$ cat src/rtl/R5FP_arb_pkg.sv
// rtl/R5FP_arb_pkg.sv - shared types and constants for the divide/sqrt engine arbiter
package R5FP_arb_pkg;

    typedef enum logic [1:0] {
        IDLE  = 2'd0,
        ISSUE = 2'd1,
        BUSY  = 2'd2
    } arb_state_t;

    localparam logic OWN_DIV  = 1'b0;
    localparam logic OWN_SQRT = 1'b1;

endpackage

$ cat src/rtl/R5FP_rr_arb2.sv
// rtl/R5FP_rr_arb2.sv - two-input round-robin picker (divide vs sqrt) with priority register
module R5FP_rr_arb2
    import R5FP_arb_pkg::*;
(
    input  logic clk,
    input  logic reset,
    input  logic req_div,
    input  logic req_sqrt,
    input  logic upd_en,
    input  logic served,
    output logic pick_valid,
    output logic pick_sqrt
);

    // prio = 0 lets divide win a tie, 1 lets sqrt win; the requester just served loses the next tie
    logic prio;

    // priority register flips away from whoever was just served
    always_ff @(posedge clk or posedge reset) begin
        if (reset) begin
            prio <= 1'b0;
        end else if (upd_en) begin
            prio <= (served == OWN_DIV) ? 1'b1 : 1'b0;
        end
    end

    // a lone requester always wins; ties resolved by prio
    always_comb begin
        pick_valid = req_div | req_sqrt;
        pick_sqrt  = req_sqrt & (~req_div | prio);
    end

endmodule

$ cat src/rtl/r5fp_div_sqrt_arb.sv
// rtl/r5fp_div_sqrt_arb.sv - shares one divide/sqrt engine between two requesters (option macro R5FP_DIVSQRT_ARB_OUTREG_EN)
module r5fp_div_sqrt_arb
    import R5FP_arb_pkg::*;
#(
    parameter int W = 26
) (
    input  logic         clk,
    input  logic         reset,
    input  logic         div_req_i,
    input  logic [W-1:0] div_N_i,
    input  logic [W-1:0] div_D_i,
    output logic         div_ack_o,
    output logic         div_done_o,
    input  logic         sqrt_req_i,
    input  logic [W-1:0] sqrt_D_i,
    output logic         sqrt_ack_o,
    output logic         sqrt_done_o,
    output logic [W-1:0] quo_o,
    output logic [W-1:0] rem_o,
    output logic [W-1:0] eng_N_o,
    output logic [W-1:0] eng_D_o,
    output logic         eng_strobe_o,
    output logic         eng_is_div_o,
    input  logic [W-1:0] eng_Quo_i,
    input  logic [W-1:0] eng_Rem_i,
    input  logic         eng_done_i,
    input  logic         eng_ready_i,
    output logic         busy_o,
    output logic         owner_o,
    output logic         err_o
);

    arb_state_t   state;
    arb_state_t   next_state;
    logic [W-1:0] n_q;
    logic [W-1:0] d_q;
    logic         is_div_q;
    logic         owner_q;
    logic         err_q;
    logic         pick_valid;
    logic         pick_sqrt;
    logic         grant;
    logic         done_now;

    R5FP_rr_arb2 u_rr_arb (
        .clk        (clk),
        .reset      (reset),
        .req_div    (div_req_i),
        .req_sqrt   (sqrt_req_i),
        .upd_en     (done_now),
        .served     (owner_q),
        .pick_valid (pick_valid),
        .pick_sqrt  (pick_sqrt)
    );

    // state register
    always_ff @(posedge clk or posedge reset) begin
        if (reset) begin
            state <= IDLE;
        end else begin
            state <= next_state;
        end
    end

    // next state: grant -> wait for engine ready -> wait for engine done
    always_comb begin
        next_state = state;
        case (state)
            IDLE:    if (pick_valid)  next_state = ISSUE;
            ISSUE:   if (eng_ready_i) next_state = BUSY;
            BUSY:    if (eng_done_i)  next_state = IDLE;
            default: next_state = IDLE;
        endcase
    end

    // Mealy outputs: ack in IDLE, strobe in ISSUE, completion in BUSY
    always_comb begin
        grant        = 1'b0;
        done_now     = 1'b0;
        div_ack_o    = 1'b0;
        sqrt_ack_o   = 1'b0;
        eng_strobe_o = 1'b0;
        case (state)
            IDLE: begin
                grant      = pick_valid;
                div_ack_o  = pick_valid & ~pick_sqrt;
                sqrt_ack_o = pick_valid & pick_sqrt;
            end
            ISSUE:   eng_strobe_o = eng_ready_i;
            BUSY:    done_now     = eng_done_i;
            default: ;
        endcase
    end

    // capture the winner's operands and ownership on the grant edge; sqrt has no dividend
    always_ff @(posedge clk or posedge reset) begin
        if (reset) begin
            n_q      <= '0;
            d_q      <= '0;
            is_div_q <= 1'b0;
            owner_q  <= OWN_DIV;
        end else if (grant) begin
            owner_q  <= pick_sqrt ? OWN_SQRT : OWN_DIV;
            is_div_q <= ~pick_sqrt;
            n_q      <= pick_sqrt ? '0 : div_N_i;
            d_q      <= pick_sqrt ? sqrt_D_i : div_D_i;
        end
    end

    // sticky flag for an engine completion nobody was waiting for
    always_ff @(posedge clk or posedge reset) begin
        if (reset) begin
            err_q <= 1'b0;
        end else if (eng_done_i && (state != BUSY)) begin
            err_q <= 1'b1;
        end
    end

`ifdef R5FP_DIVSQRT_ARB_OUTREG_EN
    // registered response; the FSM has already moved on, so this may overlap the next grant
    always_ff @(posedge clk or posedge reset) begin
        if (reset) begin
            quo_o       <= '0;
            rem_o       <= '0;
            div_done_o  <= 1'b0;
            sqrt_done_o <= 1'b0;
        end else begin
            div_done_o  <= done_now & (owner_q == OWN_DIV);
            sqrt_done_o <= done_now & (owner_q == OWN_SQRT);
            if (done_now) begin
                quo_o <= eng_Quo_i;
                rem_o <= eng_Rem_i;
            end
        end
    end
`else
    // combinational response in the engine's done cycle; result bus held at zero otherwise
    always_comb begin
        div_done_o  = done_now & (owner_q == OWN_DIV);
        sqrt_done_o = done_now & (owner_q == OWN_SQRT);
        quo_o       = done_now ? eng_Quo_i : '0;
        rem_o       = done_now ? eng_Rem_i : '0;
    end
`endif

    assign eng_N_o      = n_q;
    assign eng_D_o      = d_q;
    assign eng_is_div_o = is_div_q;
    assign owner_o      = owner_q;
    assign busy_o       = (state != IDLE);
    assign err_o        = err_q;

endmodule

$ cat config.mk
export PLATFORM = sky130hd
export DESIGN_NAME = r5fp_div_sqrt_arb
export DESIGN_NICKNAME = d
export VERILOG_FILES = /design/src/rtl/R5FP_arb_pkg.sv /design/src/rtl/R5FP_rr_arb2.sv /design/src/rtl/r5fp_div_sqrt_arb.sv
export SDC_FILE = /design/constraint.sdc
export NUM_CORES = 1
export LEC_CHECK = 0
export CORE_AREA = 2 2 97 99
export DETAILED_ROUTE_END_ITERATION = 12
export DIE_AREA = 0 0 99 101
export PLACE_DENSITY = 0.85
export SYNTH_ARGS = -nofsm -noshare
export SYNTH_HDL_FRONTEND = slang
export SYNTH_SLANG_ARGS = --single-unit
$ cat constraint.sdc
create_clock -name clk -period 2 [get_ports clk]
set_input_delay 0.2 -clock clk [delete_from_list [all_inputs] [get_ports clk]]
set_output_delay 0.2 -clock clk [all_outputs]
set_load 0.02 [all_outputs]
==> run metrics, run 1 <==
Placement Rows=35; Clock transition at path regs=approximately 0.070 ns; minimum clock period=between 1.5 and 2 ns; Clock Latency Late Sink=0.33 ns; H-tree depth=3; final setup TNS=0 ns; Tot GR Track Use=between 20 and 25%; Worst Setup End Kind=output port; Ys Warns=0; average wire per standard cell=17.90 um; post-synthesis sequential area ratio=a little over half; Post-Synth Adder-Cell Area=0%; static leakage=between 2 and 3 nW; library cells used by synthesis=24; DPL Wire Length=8570 um; Setup CP Type=flop to output port; Die Wd=99 um; Slew @ Worst Pin=about 1.1 ns; Clock Tree Buf Depth=2; global placement routability congestion=between 0.7 and 0.8; largest family of logic cells by synthesized area=compound AO/OA/AOI/OAI gates; crit path launch type=flop; worst r2r src=state[0]; syn_area_per_cell=approximately 12 sq um; top_reg_cell synth=dfrtp_1; CTS resizes=between 50 and 60; mux cell area share after synthesis=0%; FMAX=between 500 and 600 MHz; mapped cell area=about 2700 sq um; Worst Path Max Fanout=45; pin count of the biggest net entering global routing=46; share of cells above drive strength 1=about 7.8%; Synth area leader=dfrtp_1; Layout Skew=between 0.01 and 0.015 ns; Post-Synth XOR/XNOR Area=0%; Synth Area in Compound Gates=a little over a quarter; CTS tree=yes; Pwr Density=about 1300 nW/um^2; top post-synthesis cells by area=dfrtp_1, and2_1, a221o_1; drt drc=0; area share of the largest cell type after synthesis=a little over half; DRT iter0 DRCs=109; Crit. Startpoint=state[0]; final WL=10760 um; Hold Worst Slack=between 0.2 and 0.3 ns; Cells after Synth=between 200 and 250; VDD IR-drop max=0.4622 mV; max_cap viols=0; num ports=roughly 250; Routed Antenna Nets=0; Crit path arrival time=1.72 ns; Setup Fix Bufs, Post-CTS=0; Vias=about 3000; die footprint=9999 sq um; I/O Buffers=approximately 250; final setup vio count=0; Diodes inserted=0; root buf cell=clkbuf_8; number of antenna violations at the first check in global routing=0; simple logic cell fraction of the synthesized area=~15%; area growth from synthesis to layout=102.4%; Worst Hold Class=input port to asynchronous set/reset pin; Post-Syn Nets=approximately 370; final-report max-slew violation count=0; most frequent cell after synthesis=dfrtp_1; Die Y=between 100 and 150 um; worst path required time=1.80 ns; drt pass-1 iters=4; drt via density=~5; # hold bufs at CTS=0; CTS Buf Count=9; initial core utilization=30.44%; clk sink count=58; first-pass GRT wire length=approximately 16000 um; asr flop ratio synth=100.0%; fin crit share=95.89%; grt ovf=0; leading cell types by count after synthesis=dfrtp_1, and2_1, a22o_1; Post-synth EDFFs=0; Core Region=8977 sq um; Hold Violations, Final=0; max_slew headroom=about 25%; RSZ-0062 raised after global routing=no; status=completed; vias in the first global route=approximately 3000; Yosys reg bits=58; Layout Nets=between 600 and 700
## cell families after synthesis
group / Yosys count
flops: 58
compound gates: 85
buf+inv: 26
simple gates: 66
## flip-flops by register name, indices dropped and copies added (netlist names)
name,count
state,2
eng_N_o,26
owner_o,1
eng_D_o,26
u_rr_arb.prio,1
err_o,1
eng_is_div_o,1
## layer usage
metal / part of all wire (%) / track usage, % / wire, um / vias up
li1: - / - / - / 1362
met1: 36 / 21.74 / 3896 / 1410
met2: 53 / 38.41 / 5693 / 158
met3: 8.1 / 6.103 / 874 / 20
met4: 2.7 / 8.430 / 292 / 0
met5: 0 / 0 / 0 / -
## layout make-up
cell class,count,area [sq um]
fill,749,3447
timing repair buffer,261,2562
clock inverter,4,75.07
inverter,4,15.01
tap,111,138.9
multi-input combinational,151,1142
clock buffer,12,145.1
sequential,58,1451
## final timing paths
| check | to | slack (ns) | cells past startpoint |
|---|---|---|---|
| min | eng_D_o[9] | 0.27 | 2 |
| max reg2reg | eng_D_o[21] | 0.39 | 6 |
| min reg2reg | err_o | 0.45 | 1 |
| max in group asynchronous | eng_D_o[1] | 1.14 | 3 |
| max | quo_o[7] | 0.08 | 4 |
| min in group clk | err_o | 0.45 | 1 |
## worst max-delay path, cell delays in order, from the launching register on
cell and delay, ns:
dfrtp_1 0.41, and3b_1 0.30, buf_12 0.19, and2_1 0.14, dlygate4sd2_1 0.34
## report_power, final
group | total, W | internal (W) | switching, W
Combinational | 0.00402 | 0.00206 | 0.00196
Clock | 0.00120 | 0.000737 | 0.000460
Sequential | 0.00204 | 0.00172 | 0.000316
## layout by cell type, fill, tap and decap left out, types with 2 or more instances in the layout
cell type | synthesis | final
a21o_1 | 3 | 3
a221o_1 | 25 | 25
a22o_1 | 26 | 26
and2_1 | 53 | 53
and3_2 | 0 | 2
buf_12 | 0 | 3
buf_4 | 2 | 11
bufinv_16 | 0 | 2
clkbuf_1 | 11 | 2
clkbuf_2 | 0 | 2
clkbuf_8 | 0 | 10
clkdlybuf4s15_1 | 0 | 17
clkdlybuf4s50_1 | 0 | 191
clkinvlp_4 | 0 | 2
dfrtp_1 | 58 | 58
dlygate4sd2_1 | 0 | 36
inv_1 | 3 | 2
inv_2 | 1 | 2
nand2b_1 | 3 | 3
nor2_1 | 4 | 3
nor2_2 | 1 | 2
o21a_1 | 25 | 25
## through the flow
| step | cells | setup slack, ns | total power, W | util (%) | area [sq um] |
|---|---|---|---|---|---|
| 2_1_floorplan | 235 | 0.3720 | 0.004161 | - | 2733 |
| 3_3_place_gp | 585 | -0.07963 | 0.006078 | 59.69 | 5359 |
| 3_5_place_dp | 585 | -0.1184 | 0.006174 | 59.69 | 5359 |
| 4_1_cts | 601 | 0.02247 | 0.007320 | 61.42 | 5514 |
| 5_1_grt | 601 | 0.0002923 | 0.007645 | 61.60 | 5530 |
| 6_report | 601 | 0.08216 | 0.007257 | 61.60 | 5530 |
Note: power is estimated with default switching activity, not from simulation.
==> inputs of run 2 (changes only) <==
--- a/config.mk
+++ b/config.mk
@@ -5,6 +5,7 @@
 export SDC_FILE = /design/constraint.sdc
 export NUM_CORES = 1
 export LEC_CHECK = 0
+export ABC_CLOCK_PERIOD_IN_PS = 2000
 export CORE_AREA = 2 2 97 99
 export DETAILED_ROUTE_END_ITERATION = 12
 export DIE_AREA = 0 0 99 101
==> results of run 2 <==
Final layout, timing and power as in run 1 (identical DEF).
==> inputs of run 3 (changes only) <==
--- a/config.mk
+++ b/config.mk
@@ -7,6 +7,7 @@
 export LEC_CHECK = 0
 export ABC_CLOCK_PERIOD_IN_PS = 2000
 export CORE_AREA = 2 2 97 99
+export CTS_CLUSTER_DIAMETER = 60
 export DETAILED_ROUTE_END_ITERATION = 12
 export DIE_AREA = 0 0 99 101
 export PLACE_DENSITY = 0.85
==> results of run 3 <==
Final layout, timing and power as in run 1 (identical DEF).
